==> src/rtl/vend_txn_ctrl.sv <==
// Transaction sequencer for the two-drink vending machine: coin credit,
// purchase validation against price/stock, dispense hold and change-return hold.
module vend_txn_ctrl #(
    parameter int unsigned PRICE_A    = 3,
    parameter int unsigned PRICE_B    = 5,
    parameter int unsigned STOCK_INIT = 10,
    parameter int unsigned HOLD_CYC   = 100000000
) (
    input  logic       clk,
    input  logic       reset,
    input  logic       op_start,
    input  logic       coin_in,
    input  logic [1:0] coin_type,
    input  logic [1:0] drink_type,
    input  logic       go,
    input  logic       cancel_flag,
    output logic       open,
    output logic [4:0] credit,
    output logic [4:0] charge_val,
    output logic       charge_ind,
    output logic [1:0] drinktk_ind,
    output logic       can_take,
    output logic       no_money,
    output logic       no_num,
    output logic       over_flow,
    output logic [4:0] num1,
    output logic [4:0] num2,
    output logic [2:0] state
);

    typedef enum logic [2:0] {
        S_OFF      = 3'd0,
        S_IDLE     = 3'd1,
        S_CREDIT   = 3'd2,
        S_DISPENSE = 3'd3,
        S_CHANGE   = 3'd4
    } state_t;

    localparam int unsigned CW        = (HOLD_CYC > 1) ? $clog2(HOLD_CYC) : 1;
    localparam logic [CW-1:0] HOLD_LAST = CW'(HOLD_CYC - 1);
    localparam logic [4:0] PRICE_A_V  = 5'(PRICE_A);
    localparam logic [4:0] PRICE_B_V  = 5'(PRICE_B);
    localparam logic [4:0] STOCK_V    = 5'(STOCK_INIT);

    state_t        state_q, state_d;
    logic [4:0]    credit_d;
    logic [4:0]    change_q, change_d;
    logic [CW-1:0] hold_q, hold_d;
    logic [4:0]    num1_d, num2_d;
    logic [1:0]    drink_d;
    logic          no_money_d, no_num_d, over_flow_d;
    logic [5:0]    coin_val;
    logic [5:0]    credit_sum;
    logic          sel_valid;
    logic [4:0]    sel_stock;
    logic [4:0]    sel_price;

    always_ff @(posedge clk or posedge reset) begin
        if (reset) begin
            state_q     <= S_OFF;
            credit      <= '0;
            change_q    <= '0;
            hold_q      <= '0;
            num1        <= STOCK_V;
            num2        <= STOCK_V;
            drinktk_ind <= '0;
            no_money    <= 1'b0;
            no_num      <= 1'b0;
            over_flow   <= 1'b0;
            open        <= 1'b0;
            can_take    <= 1'b0;
            charge_ind  <= 1'b0;
            charge_val  <= '0;
        end else begin
            state_q     <= state_d;
            credit      <= credit_d;
            change_q    <= change_d;
            hold_q      <= hold_d;
            num1        <= num1_d;
            num2        <= num2_d;
            drinktk_ind <= drink_d;
            no_money    <= no_money_d;
            no_num      <= no_num_d;
            over_flow   <= over_flow_d;
            open        <= (state_d != S_OFF);
            can_take    <= (state_d == S_DISPENSE);
            charge_ind  <= (state_d == S_CHANGE);
            charge_val  <= (state_d == S_CHANGE) ? change_d : '0;
        end
    end

    assign state = state_q;

    always_comb begin
        state_d     = state_q;
        credit_d    = credit;
        change_d    = change_q;
        hold_d      = '0;
        num1_d      = num1;
        num2_d      = num2;
        drink_d     = drinktk_ind;
        no_money_d  = no_money;
        no_num_d    = no_num;
        over_flow_d = over_flow;

        case (coin_type)
            2'b00:   coin_val = 6'd1;
            2'b01:   coin_val = 6'd5;
            2'b10:   coin_val = 6'd10;
            default: coin_val = 6'd0;
        endcase
        credit_sum = {1'b0, credit} + coin_val;
        sel_valid  = (drink_type == 2'b01) || (drink_type == 2'b10);
        sel_stock  = (drink_type == 2'b01) ? num1 : num2;
        sel_price  = (drink_type == 2'b01) ? PRICE_A_V : PRICE_B_V;

        case (state_q)
            S_OFF: begin
                if (op_start) state_d = S_IDLE;
            end
            S_IDLE, S_CREDIT: begin
                // Power-off with credit outstanding is handled as a refund;
                // OFF is reached once the change phase finishes.
                if (!op_start && state_q == S_IDLE) begin
                    state_d = S_OFF;
                end else if (cancel_flag || !op_start) begin
                    if (credit != 5'd0) begin
                        change_d    = credit;
                        credit_d    = '0;
                        no_money_d  = 1'b0;
                        no_num_d    = 1'b0;
                        over_flow_d = 1'b0;
                        state_d     = S_CHANGE;
                    end
                end else if (go) begin
                    if (sel_valid) begin
                        if (sel_stock == 5'd0) begin
                            no_num_d = 1'b1;
                        end else if (credit < sel_price) begin
                            no_money_d = 1'b1;
                        end else begin
                            change_d = credit - sel_price;
                            credit_d = '0;
                            if (drink_type == 2'b01) num1_d = num1 - 5'd1;
                            else                     num2_d = num2 - 5'd1;
                            drink_d     = drink_type;
                            no_money_d  = 1'b0;
                            no_num_d    = 1'b0;
                            over_flow_d = 1'b0;
                            state_d     = S_DISPENSE;
                        end
                    end
                end else if (coin_in && coin_type != 2'b11) begin
                    if (credit_sum <= 6'd31) begin
                        credit_d    = credit_sum[4:0];
                        no_money_d  = 1'b0;
                        no_num_d    = 1'b0;
                        over_flow_d = 1'b0;
                        state_d     = S_CREDIT;
                    end else begin
                        over_flow_d = 1'b1;
                    end
                end
            end
            S_DISPENSE: begin
                if (hold_q == HOLD_LAST) begin
                    drink_d = '0;
                    if (change_q != 5'd0) state_d = S_CHANGE;
                    else                  state_d = op_start ? S_IDLE : S_OFF;
                end else begin
                    hold_d = hold_q + CW'(1);
                end
            end
            S_CHANGE: begin
                if (hold_q == HOLD_LAST) begin
                    change_d = '0;
                    state_d  = op_start ? S_IDLE : S_OFF;
                end else begin
                    hold_d = hold_q + CW'(1);
                end
            end
            default: state_d = S_OFF;
        endcase
    end

endmodule

==> config.mk <==
export PLATFORM = sky130hd
export DESIGN_NAME = vend_txn_ctrl
export DESIGN_NICKNAME = d
export VERILOG_FILES = /design/src/rtl/vend_txn_ctrl.sv
export SDC_FILE = /design/constraint.sdc
export NUM_CORES = 1
export LEC_CHECK = 0
export ABC_AREA = 1
export CAP_MARGIN = 20
export CELL_PAD_IN_SITES_DETAIL_PLACEMENT = 2
export CELL_PAD_IN_SITES_GLOBAL_PLACEMENT = 2
export CORE_UTILIZATION = 30
export DETAILED_ROUTE_END_ITERATION = 7
export HOLD_SLACK_MARGIN = 0.12
export PLACE_DENSITY_LB_ADDON = 0.1
export SYNTH_ARGS = -nofsm -noshare
export SYNTH_HDL_FRONTEND = slang
export SYNTH_SLANG_ARGS = --single-unit
export TNS_END_PERCENT = 10
==> constraint.sdc <==
create_clock -name clk -period 2.15 [get_ports clk]
set_input_delay 0.43 -clock clk [delete_from_list [all_inputs] [get_ports clk]]
set_output_delay 0.43 -clock clk [all_outputs]
set_load 0.02 [all_outputs]
After elaboration in Yosys (flattened, before gate mapping):

Cells that the tools add are included.

* bits in registers: 63
* logic and storage cells: 138

* muxes and demuxes: 65
* magnitude comparators: 2
* reductions and logical operators: 23
* eq/ne operators: 24
* bitwise gates (word level): 5
* add/sub/neg operators: 5

Operator list (number)
* 5-bit two-way mux: 18
* 27-bit two-way mux: 2
* 3-bit two-way mux: 14
* 8-bit AND reduction: 4
* 27-bit by 1-bit adder with 27-bit output, second input constant: 1
* 27-bit == test, second input constant: 1
* 7-bit AND reduction: 3
* 1-bit two-way mux: 20
* 2-bit inequality test, second input constant: 8
* 2-bit two-way mux: 7
* 3-bit case mux with 4 select lines: 1
* 4-bit case mux with 3 select lines: 1
* 5-bit case mux with 2 select lines: 1
* 5-bit nonzero test: 2
* 5-bit by 1-bit subtractor with 5-bit output, second input constant: 2
* 3-bit by 2-bit == test with 1-bit output, second input constant: 3
* 3-bit nonzero test: 3
* 5-bit by 6-bit adder with 6-bit output: 1
* 3-bit == test, second input constant: 2
* 6-bit by 5-bit <= comparator with 1-bit output, second input constant: 1
* 3-bit inequality test, second input constant: 2
* 5-bit logical NOT: 1
* 5-bit by 3-bit < comparator with 1-bit output: 1
* 1-bit NOT: 5
* other kinds (15): 20

Logic depth before layout (Yosys ltp):

Gate-level depths: netlist of the first run.

* word-level depth: 12
* depth in mapped cells: 14
* mapped depth without buffers: 14

Worst setup path after synthesis of the first run:

OpenSTA, ideal clock, no wires.

* path kind: input port to flip-flop
* from: input port drink_type[1]
* to: register open
* setup slack: 0.009 ns
* path buffers: 0
* data required time: 2.016 ns
* arrival time: 2.007 ns
* stages on the path: 11
* cells stage by stage: inv_1 ha_1 ha_1 a21oi_1 nand3_1 nand3_1 inv_2 nor2_1 nand2_1 a21oi_2 nand4_1

* longest elaborated chain between the ends: 11

RTL lines
* from (decl): line 14 `input logic [1:0] drink_type,`
* 2-bit by 1-bit == test with 1-bit output: line 113, 114, 115
* 3-bit two-way mux: line 115 `sel_price = (drink_type == 2'b01) ? PRICE_A_V : PRICE_B_V;`
* 5-bit by 3-bit < comparator with 1-bit output: line 139 `end else if (credit < sel_price) begin`
* 3-bit two-way mux: line 139
* 3-bit two-way mux: line 137 `if (sel_stock == 5'd0) begin`
* 3-bit two-way mux *: line 136 `if (sel_valid) begin`
* 3-bit two-way mux *: line 135 `end else if (go) begin`
* 3-bit two-way mux *: line 126 `end else if (cancel_flag || !op_start) begin`
* 3-bit two-way mux *: line 124 `if (!op_start && state_q == S_IDLE) begin`
* 3-bit case mux with 4 select lines *: line 117 `case (state_q)`
* 3-bit nonzero test *: line 85 `open <= (state_d != S_OFF);`
* to (signal assigned): line 85
* to (decl): line 17 `output logic open,`

Every way passes the cells marked *; elsewhere a longest branch is shown, timed or not.
A chain may end at the register's enable or synchronous reset.

Worst setup path in the final report of the first run:

* from: input port drink_type[0]
* to: register charge_val[3]

* longest elaborated chain between the ends: 12

RTL lines
* 2-bit by 1-bit == test with 1-bit output: line 113, 114, 115
* 3-bit two-way mux: line 115
* 5-bit by 3-bit < comparator with 1-bit output: line 139
* 3-bit two-way mux: line 139
* 3-bit two-way mux: line 137
* 3-bit two-way mux: line 136
* 3-bit two-way mux: line 135
* 3-bit two-way mux: line 126
* 3-bit two-way mux: line 124
* 3-bit case mux with 4 select lines: line 117
* 3-bit == test: line 88 `charge_val <= (state_d == S_CHANGE) ? change_d : '0;`
* 5-bit two-way mux *: line 88
* to (signal assigned): line 88
* to (decl): line 19 `output logic [4:0] charge_val,`

Marked as above.

==> results.ini, run 1 <==
[outcome]
status=complete, no violations

[cts]
cts_buffer_depth=2
cts_made_buffers=9
clock-sinks=63
htree_levels=3
clkTransAtPathRegs_ps=60
cts_hold_buffers=0
clkLatencyLatePin_ps=340
root_buffer=clkbuf_16
cts_tree=yes

[timing]
drv_slew=0
rsz0062_at_grt=false
finalSetupViolations=0
hold_violations=0
tightest_slew_ps=486
max_freq_ghz=0.503
holdWs_ps=473
finalCriticalPeriod_ps=1990
post-route-period-util_pct=92.5
maxSlewHeadroom_pct=67.4
skew_ps=4.58

[global_routing]
grt_pass1_wl_um=21400
overflow=0
antenna_found_initial=0
grt_usage_pct=20.9
grt_pass1_vias=4241
grt_max_degree=64

[logic_synthesis]
ys_async_sr_fraction_pct=100
synthFlopType=dfrtp_1
syn-num-nets=528
ys_ff_latch=63
seq_area_frac_synth_pct=40.5
postSynthCellCount=508
syn_area_mm2=0.00390
ys_warn_count=0
synth.avg_cell_area_um2=7.69
yosysUniqueCellTypes=37
synth-edff-count=0

[floorplan]
die-area_mm2=0.0135
die_y_um=116
start_util_pct=30.8
coreArea_mm2=0.0127
rows=41
die_x_um=116
pin_count=41

[critical_path]
cp_max_fo=4
slowest_stage=dlygate4sd2_1
cp_cell_sequence=dlygate4sd2_1, ha_4, inv_2, buf_6, nor2_1, nand2_1, nor2_2, nor2_4, buf_4, inv_1, o21ai_0, nand3_1, nand2_1, nand2_1, a21oi_1
crit_family=buffers and inverters
critPathCaptureType=flop
cp-start-kind=input pin
crit_top_cell=nand2_1
crit_type=in2reg
cp.required_ps=2410
cp.arrival_ps=2250
reg2reg_slack_ps=160
critPathMaxStageDelay_ps=280
path_buf_inv=5

[placement]
globalplace.congestion=0.853
hpwl_um=9860
port_buffers=40
dpl-instance-area_mm2=0.00485

[layout]
n_antenna_cell=0
syn_to_final_growth_pct=35.2
filler_cell_count=1438
multiInputGateArea_mm2=0.00212
drive_gt1_share_pct=21.4
seqCellArea_mm2=0.00158
design_area_mm2=0.00528
nNetsFinal=622

[job]
maxCapViolations=0

[power_and_ir_drop]
p_per_area_mw_per_mm2=1060
vdd_drop_max_uv=580
p_leak_nw=2.44

[hold_path]
hp-class=in2async

[routing]
post_drt_via_cell_ratio=4.76
routed_wl_um=12800
drt_iter0_markers=101
drc=0
drtAntennaViolNets=0
vias=3710
wire_per_inst_um=16.4
first_pass_iters=4

-- per-stage QoR --
step	instances	setup slack (ps)	power (W)	TNS, ps	utilization, %
2_1_floorplan	508	8.83	0.00292	0	-
3_3_place_gp	760	-539	0.00395	-15120	38.2
3_5_place_dp	760	-625	0.00405	-18250	38.2
4_1_cts	778	28.8	0.00563	0	41.4
5_1_grt	779	0.294	0.00598	0	41.7
6_report	779	160	0.00560	0	41.7
-- kinds of logic after synthesis --
| group | synth area share, % |
|---|---|
| XOR/XNOR | 4.93 |
| adder cells (fa/ha/maj) | 3.40 |
| AND/OR/NAND/NOR | 34.9 |
| AO/OA/AOI/OAI | 8.52 |
| buffers and inverters | 7.79 |
| flip-flops | 40.5 |
-- worst register-to-register path, stage by stage (launching register included) --
cell	delay, ps
dfrtp_1	420
ha_1	250
nand2_2	100
nor2_4	60
nand2_4	110
nor2_4	70
nand2_2	140
nand3_2	130
o21ai_1	300
nand2_1	170
a21oi_1	180
-- sequential cells by signal (all words and copies together), names as in the netlist --
register,flops
can_take,1
change_q,5
charge_ind,1
charge_val,5
credit,5
drinktk_ind,2
hold_q,27
no_money,1
no_num,1
num1,5
num2,5
open,1
over_flow,1
state,3
-- cell usage after synthesis (3+ instances only) --
cell	instances	area, um2
nand3b_1	3	22.5
a21oi_1	28	140
nor3_1	10	50.1
nor3_2	4	40.0
o21ai_0	22	110
dfrtp_1	59	1480
nor2_1	64	240
xor2_1	18	158
dfstp_2	4	105
inv_1	69	259
nand4_1	10	62.6
inv_2	10	37.5
nor2_4	10	113
nand3_2	5	50.1
o21ai_1	7	35.0
ha_1	9	113
xnor2_1	4	35.0
nand3_1	31	155
nand2_1	110	413
nand2_2	5	31.3
nor2_2	5	31.3
-- cell usage in the layout, fill, tap and decap left out, drive strengths merged, types with 2 or more instances in the layout --
| master | instances |
|---|---|
| a21oi | 29 |
| buf | 44 |
| clkbuf | 10 |
| clkdlybuf4s50 | 35 |
| clkinv | 4 |
| dfrtp | 59 |
| dfstp | 4 |
| dlygate4sd2 | 2 |
| dlymetal6s2s | 3 |
| ha | 9 |
| inv | 79 |
| nand2 | 116 |
| nand3 | 38 |
| nand3b | 3 |
| nand4 | 12 |
| nor2 | 79 |
| nor3 | 16 |
| nor3b | 2 |
| o21ai | 30 |
| or2 | 2 |
| xnor2 | 4 |
| xor2 | 18 |
-- layout make-up --
cell class	count	area share, %
multi-input cells	365	40.1
repair buffers	84	14.7
clock inverters	6	1.16
clock buffers	10	4.34
inverters	79	5.66
flip-flops and latches	63	30.0
well taps	172	4.08
-- where the power goes --
group	switching [W]	internal [W]	total (W)	leakage, nW
Sequential	0.000166	0.00137	0.00154	0.835
Combinational	0.00154	0.00108	0.00262	1.46
Clock	0.000550	0.000892	0.00144	0.142
-- per-layer routing --
| layer | wire length (um) | share of wire [%] | GRT usage (%) | vias to the layer above |
|---|---|---|---|---|
| met3 | 257 | 2.0 | 3.79 | 13 |
| met2 | 6810 | 53 | 38.9 | 33 |
| met5 | 0 | 0 | 0 | - |
| met1 | 5580 | 44 | 24.8 | 1853 |
| met4 | 127 | 0.99 | 4.87 | 0 |
| li1 | - | - | - | 1811 |
-- timing repair --
item / in CTS / in global routing
setup endpoints to repair: 34 / 12
buffers inserted: 2 / 1
resized for setup: 20 / 10
pin swaps: 7 / 4
-- path summary, 6_finish.rpt --
kind | from | endpoint | cells after the start
max in group asynchronous | reset | num1[1]$_DFFE_PP1P_ | 3
hold / removal | reset | hold_q[25]$_DFF_PP0_ | 3
min in group clk | hold_q[26]$_DFF_PP0_ | hold_q[26]$_DFF_PP0_ | 1
hold reg to reg | hold_q[26]$_DFF_PP0_ | hold_q[26]$_DFF_PP0_ | 1
setup / recovery | drink_type[0] | charge_val[3]$_DFF_PP0_ | 15
setup reg to reg | hold_q[0]$_DFF_PP0_ | charge_val[3]$_DFF_PP0_ | 10
No activity file was read; power rests on OpenSTA's default activity.
==> inputs of run 2 (changes only) <==
--- a/config.mk
+++ b/config.mk
@@ -6,11 +6,12 @@
 export NUM_CORES = 1
 export LEC_CHECK = 0
 export ABC_AREA = 1
-export CAP_MARGIN = 20
+export CAP_MARGIN = 5
 export CELL_PAD_IN_SITES_DETAIL_PLACEMENT = 2
 export CELL_PAD_IN_SITES_GLOBAL_PLACEMENT = 2
-export CORE_UTILIZATION = 30
+export CORE_UTILIZATION = 33
 export DETAILED_ROUTE_END_ITERATION = 7
+export GPL_ROUTABILITY_DRIVEN = 0
 export HOLD_SLACK_MARGIN = 0.12
 export PLACE_DENSITY_LB_ADDON = 0.1
 export SYNTH_ARGS = -nofsm -noshare
==> results.ini, run 2 (synthesis results as in run 1) <==
[timing]
skew_ps=5.35  ; +0.776 ps
finalCriticalPeriod_ps=2090  ; +104 ps
hold_violations=0  ; unchanged
finalSetupViolations=0  ; unchanged
tns_ps=0  ; unchanged
post-route-period-util_pct=97.4  ; +4.8 points
drv_slew=0  ; unchanged
max_freq_ghz=0.478  ; -5.0%
setup_slack_ps=56.4  ; -104 ps
rsz0062_at_grt=false
maxSlewHeadroom_pct=75.8  ; +8.4 points
tightest_slew_ps=360  ; -126 ps

[floorplan]
die_y_um=111  ; -4.6%
pin_count=41  ; unchanged
rows=39  ; -4.9%
coreArea_mm2=0.0115  ; -9.5%
start_util_pct=34.1  ; +3.2 points
die-area_mm2=0.0123  ; -8.9%
die_x_um=111  ; -4.6%

[layout]
n_antenna_cell=0  ; unchanged
layout_commonest_cell=nand2_1
nNetsFinal=629  ; +1.1%
design_area_mm2=0.00531  ; +0.55%
filler_cell_count=1298  ; -9.7%
syn_to_final_growth_pct=35.9
largest_reg_flops=27  ; unchanged
regMostFlops=hold_q
final_cell_mix=nand2_1 (108), inv_1 (66), nor2_1 (62)
drive_gt1_share_pct=22.3  ; +0.90 points

[power_and_ir_drop]
p_leak_nw=2.47  ; +1.2%
p_per_area_mw_per_mm2=1100  ; +3.5%
vdd_drop_max_uv=633  ; +9.1%
p_total_w=0.00583  ; +4.1%

[placement]
hpwl_um=10000  ; +1.5%
place_ws_ps=-558  ; +67.0 ps
port_buffers=40  ; unchanged
dpl-instance-area_mm2=0.00487  ; +0.59%

[cts]
htree_levels=3  ; unchanged
cts_tree=yes
clkTransAtPathRegs_ps=50  ; about the same
clock-sinks=63  ; unchanged
cts_hold_buffers=0  ; unchanged
root_buffer=clkbuf_16
clkLatencyLatePin_ps=340  ; about the same
cts_made_buffers=9  ; unchanged
cts_buffer_depth=2  ; unchanged

[outcome]
status=complete, no violations

[routing]
drc=0  ; unchanged
wire_per_inst_um=18.0  ; +9.6%
vias=3819  ; +2.9%
drt_iter0_markers=107  ; +5.9%
first_pass_iters=4  ; unchanged
drtAntennaViolNets=0  ; unchanged
post_drt_via_cell_ratio=5.04  ; +5.9%
routed_wl_um=13600  ; +6.5%

[critical_path]
cp-start-kind=input pin
worstRegToRegCells=10  ; unchanged
cp_max_fo=3  ; -1
reg2reg_slack_ps=140  ; -20 ps
crit_type=in2reg
cp.required_ps=2400  ; about the same
r2r-end=credit[3]$_DFFE_PP0P_
critPathCaptureType=flop
cp.arrival_ps=2350  ; +100 ps
crit-reg2reg-launch=credit[4]$_DFFE_PP0P_

[global_routing]
grt_max_degree=64  ; unchanged
antenna_found_initial=0  ; unchanged
grt_pass1_vias=4439  ; +4.7%
grt_usage_pct=23.7  ; +2.8 points
grt_pass1_wl_um=22700  ; +6.3%
overflow=0  ; unchanged

[job]
maxCapViolations=0  ; unchanged

[hold_path]
hp-class=in2async

-- run 2: changes by cell type in the layout (fill, tap and decap cells not counted), moves of 2 or more --
cell,previous run,this run
buf_4,40,46
clkinv_2,3,0
clkbuf_1,1,5
a21oi_1,27,25
-- run 2: repair_timing --
| action | CTS | global route |
|---|---|---|
| pin swaps | 8 | 1 |
| setup endpoints to repair | 34 | 9 |
| gates resized for setup | 27 | 6 |
| setup buffers | 3 | 0 |
-- run 2: power by group --
group	internal [W]	switching (W)	leakage (nW)
combinational	0.00115	0.00168	1.49
clock	0.000932	0.000525	0.138
sequential	0.00138	0.000169	0.835
total	0.00345	0.00238	2.47
-- run 2: layer usage --
layer / up-vias / global-route usage [%] / routed length [um]
met5: - / 0 / 0
met4: 0 / 6.84 / 277
met3: 22 / 5.58 / 325
met2: 52 / 44.6 / 7330
met1: 1915 / 26.2 / 5680
li1: 1830 / - / -
-- run 2: worst max-delay path, cell delays in order --
cell and delay [ps]:
dlygate4sd2_1 260, inv_2 90, ha_4 180, inv_4 40, ha_1 210, a21oi_4 190, nand3_2 130, buf_4 180
nand3_1 90, nand2_1 70, nand3_1 70, nand2_1 80, nand2_1 80, nand2_1 80, a21oi_1 160
-- run 2: final cells by class --
cell class / count / area [um2] / share of cell area (%)
clock inverters: 1 / 30.0 / 0.566
multi-input cells: 365 / 2130 / 40.1
repair buffers: 91 / 831 / 15.6
clock buffers: 15 / 258 / 4.86
inverters: 79 / 299 / 5.63
well taps: 143 / 179 / 3.37
flip-flops and latches: 63 / 1580 / 29.8
-- run 2: stage by stage --
stage	util [%]	hold slack (ps)	instances
after floorplan	-	440	508
after global placement	42.5	451	738
after detailed placement	42.5	483	738
after CTS	46.1	500	757
after global routing	46.3	522	757
final	46.3	490	757
-- run 2: how the worst max path moves through the flow --
stage	startpoint	end	slack, ps	depth (start not counted)
2_1_floorplan	drink_type[1]	open$_DFF_PP0_	9	11
3_3_place_gp	drink_type[1]	open$_DFF_PP0_	-440	12
3_5_place_dp	drink_type[1]	open$_DFF_PP0_	-560	12
4_1_cts	coin_type[1]	credit[4]$_DFFE_PP0P_	60	15
5_1_grt	drink_type[1]	charge_val[2]$_DFF_PP0_	3	15
6_report	drink_type[1]	charge_val[2]$_DFF_PP0_	60	15
==> inputs of run 3 (changes only) <==
--- a/config.mk
+++ b/config.mk
@@ -14,6 +14,7 @@
 export GPL_ROUTABILITY_DRIVEN = 0
 export HOLD_SLACK_MARGIN = 0.12
 export PLACE_DENSITY_LB_ADDON = 0.1
+export REMOVE_ABC_BUFFERS = 1
 export SYNTH_ARGS = -nofsm -noshare
 export SYNTH_HDL_FRONTEND = slang
 export SYNTH_SLANG_ARGS = --single-unit
==> results.ini, run 3 (synthesis results as in run 1) <==
[layout]
design_area_mm2=0.00535  ; +0.73%
layout_commonest_cell=nand2_1
nNetsFinal=626  ; -0.48%
drive_gt1_share_pct=23.1  ; +0.76 points
largest_reg_flops=27  ; unchanged
final_util_pct=46.6  ; +0.34 points
regMostFlops=hold_q
final_cell_mix=nand2_1 (108), inv_1 (66), nor2_1 (61)
n_antenna_cell=0  ; unchanged
syn_to_final_growth_pct=36.9

[critical_path]
cp.arrival_ps=2450  ; +100 ps
cp.required_ps=2410  ; about the same
cp_cell_sequence=clkdlybuf4s50_1, buf_4, nand2_1, nor2_1, nor3_2, nand2_1, nor2_4, nand3_4, inv_2, nand2_1, o21ai_1
crit-reg2reg-launch=credit[2]$_DFFE_PP0P_
path_buf_inv=3  ; -1
crit_family=simple AND/OR/NAND/NOR gates
critPathCaptureType=flop
critPathMaxStageDelay_ps=460  ; +200 ps
r2r-end=credit[2]$_DFFE_PP0P_
crit_top_cell=nand2_1
worstRegToRegCells=10  ; unchanged
cp-start-kind=input pin
cp_max_fo=7  ; +4
slowest_stage=clkdlybuf4s50_1
crit_type=in2reg
reg2reg_slack_ps=-20  ; -160 ps

[placement]
place_ws_ps=-613  ; -55.3 ps
port_buffers=40  ; unchanged
dpl-instance-area_mm2=0.00482  ; -1.2%
hpwl_um=10200  ; +1.6%

[power_and_ir_drop]
p_leak_nw=2.49  ; +0.72%
vdd_drop_max_uv=900  ; +42%
p_per_area_mw_per_mm2=1140  ; +3.8%

[global_routing]
grt_pass1_vias=4624  ; +4.2%
overflow=0  ; unchanged
grt_pass1_wl_um=23900  ; +5.3%
antenna_found_initial=0  ; unchanged
grt_usage_pct=25.4  ; +1.8 points
grt_max_degree=64  ; unchanged

[routing]
drc=0  ; unchanged
wire_per_inst_um=21.2  ; +18%
routed_wl_um=16000  ; +17%
drtAntennaViolNets=0  ; unchanged
drt_iter0_markers=125  ; +17%
post_drt_via_cell_ratio=5.23  ; +3.6%
first_pass_iters=4  ; unchanged
vias=3940  ; +3.2%

[cts]
root_buffer=clkbuf_16
cts_buffer_depth=2  ; unchanged
clkLatencyLatePin_ps=350  ; about the same
clock-sinks=63  ; unchanged
cts_tree=yes
clkTransAtPathRegs_ps=60  ; about the same
htree_levels=3  ; unchanged
cts_made_buffers=9  ; unchanged

[timing]
hold_violations=0  ; unchanged
maxSlewHeadroom_pct=70.8  ; -5.0 points
holdWs_ps=465  ; -24.4 ps
post-route-period-util_pct=102  ; +4.6 points
skew_ps=7.89  ; +2.53 ps
setup_slack_ps=-42.5  ; -99.0 ps
finalSetupViolations=2  ; +2
rsz0062_at_grt=true
tightest_slew_ps=435  ; +74.5 ps
drv_slew=0  ; unchanged
max_freq_ghz=0.456  ; -4.5%
finalCriticalPeriod_ps=2190  ; +99.0 ps

[floorplan]
coreArea_mm2=0.0115  ; unchanged
pin_count=41  ; unchanged
die_y_um=111  ; unchanged
die_x_um=111  ; unchanged
start_util_pct=34.1  ; unchanged
die-area_mm2=0.0123  ; unchanged
rows=39  ; unchanged

[outcome]
status=finished with violations
violations=setup timing

[job]
maxCapViolations=0  ; unchanged

[hold_path]
hp-class=in2async

[run 3: cell count changes in the layout (fill, tap and decap cells not counted), moves of 2 or more]
cell / previous run / this run
clkbuf_1: 5 / 2
nand3_1: 28 / 25
buf_4: 46 / 42
nor3_4: 2 / 4
nand3_2: 8 / 11
nor3_2: 5 / 3
[run 3: worst max-delay path by stage]
stage | start | endpoint | slack (ps) | cells after the start
floorplan | drink_type[1] | open$_DFF_PP0_ | 9 | 11
global placement | drink_type[1] | drinktk_ind[0]$_DFFE_PP0P_ | -520 | 12
detailed placement | drink_type[1] | drinktk_ind[0]$_DFFE_PP0P_ | -610 | 12
CTS | coin_type[0] | credit[4]$_DFFE_PP0P_ | -4 | 12
global route | go | credit[2]$_DFFE_PP0P_ | -170 | 11
finish | go | credit[2]$_DFFE_PP0P_ | -40 | 11
[run 3: stage by stage]
step | setup TNS, ps | power, W | std cells
2_1_floorplan | 0 | 0.00292 | 507
3_3_place_gp | -14170 | 0.00394 | 732
3_5_place_dp | -17300 | 0.00406 | 732
4_1_cts | -3.97 | 0.00579 | 753
5_1_grt | -649 | 0.00635 | 754
6_report | -44.6 | 0.00609 | 754
[run 3: power by group]
group          switching [W]  internal (W)
Combinational        0.00183       0.00111
Clock               0.000608      0.000960
Sequential          0.000218       0.00137
Total                0.00265       0.00344
[run 3: cell type report]
cell class / count / area [um2]
tap: 143 / 179
fill: 1283 / 6120
sequential: 63 / 1580
clock inverter: 3 / 42.5
inverter: 79 / 299
timing repair buffer: 88 / 821
clock buffer: 13 / 260
multi-input combinational: 365 / 2160
[run 3: layer usage]
layer	GRT usage (%)	part of all wire (%)	wire length, um
met1	27.4	39	6290
met2	47.2	54	8710
met3	4.26	2.2	356
met5	0	0	0
met4	13.6	4.0	635
[run 3: worst reg2reg max path: cells and delay by family, from the launching register on]
kind                   cells  cell delay (ps)
AOI/OAI and AO/OA          1              130
buffers and inverters      2              320
DFF                        1              560
and+or+nand+nor            7             1060
[run 3: what timing repair did]
item	CTS	global route
hold buffers	0	0
buffers inserted	5	1
resized for setup	28	13
setup endpoints to repair	34	14
pin swaps	9	7
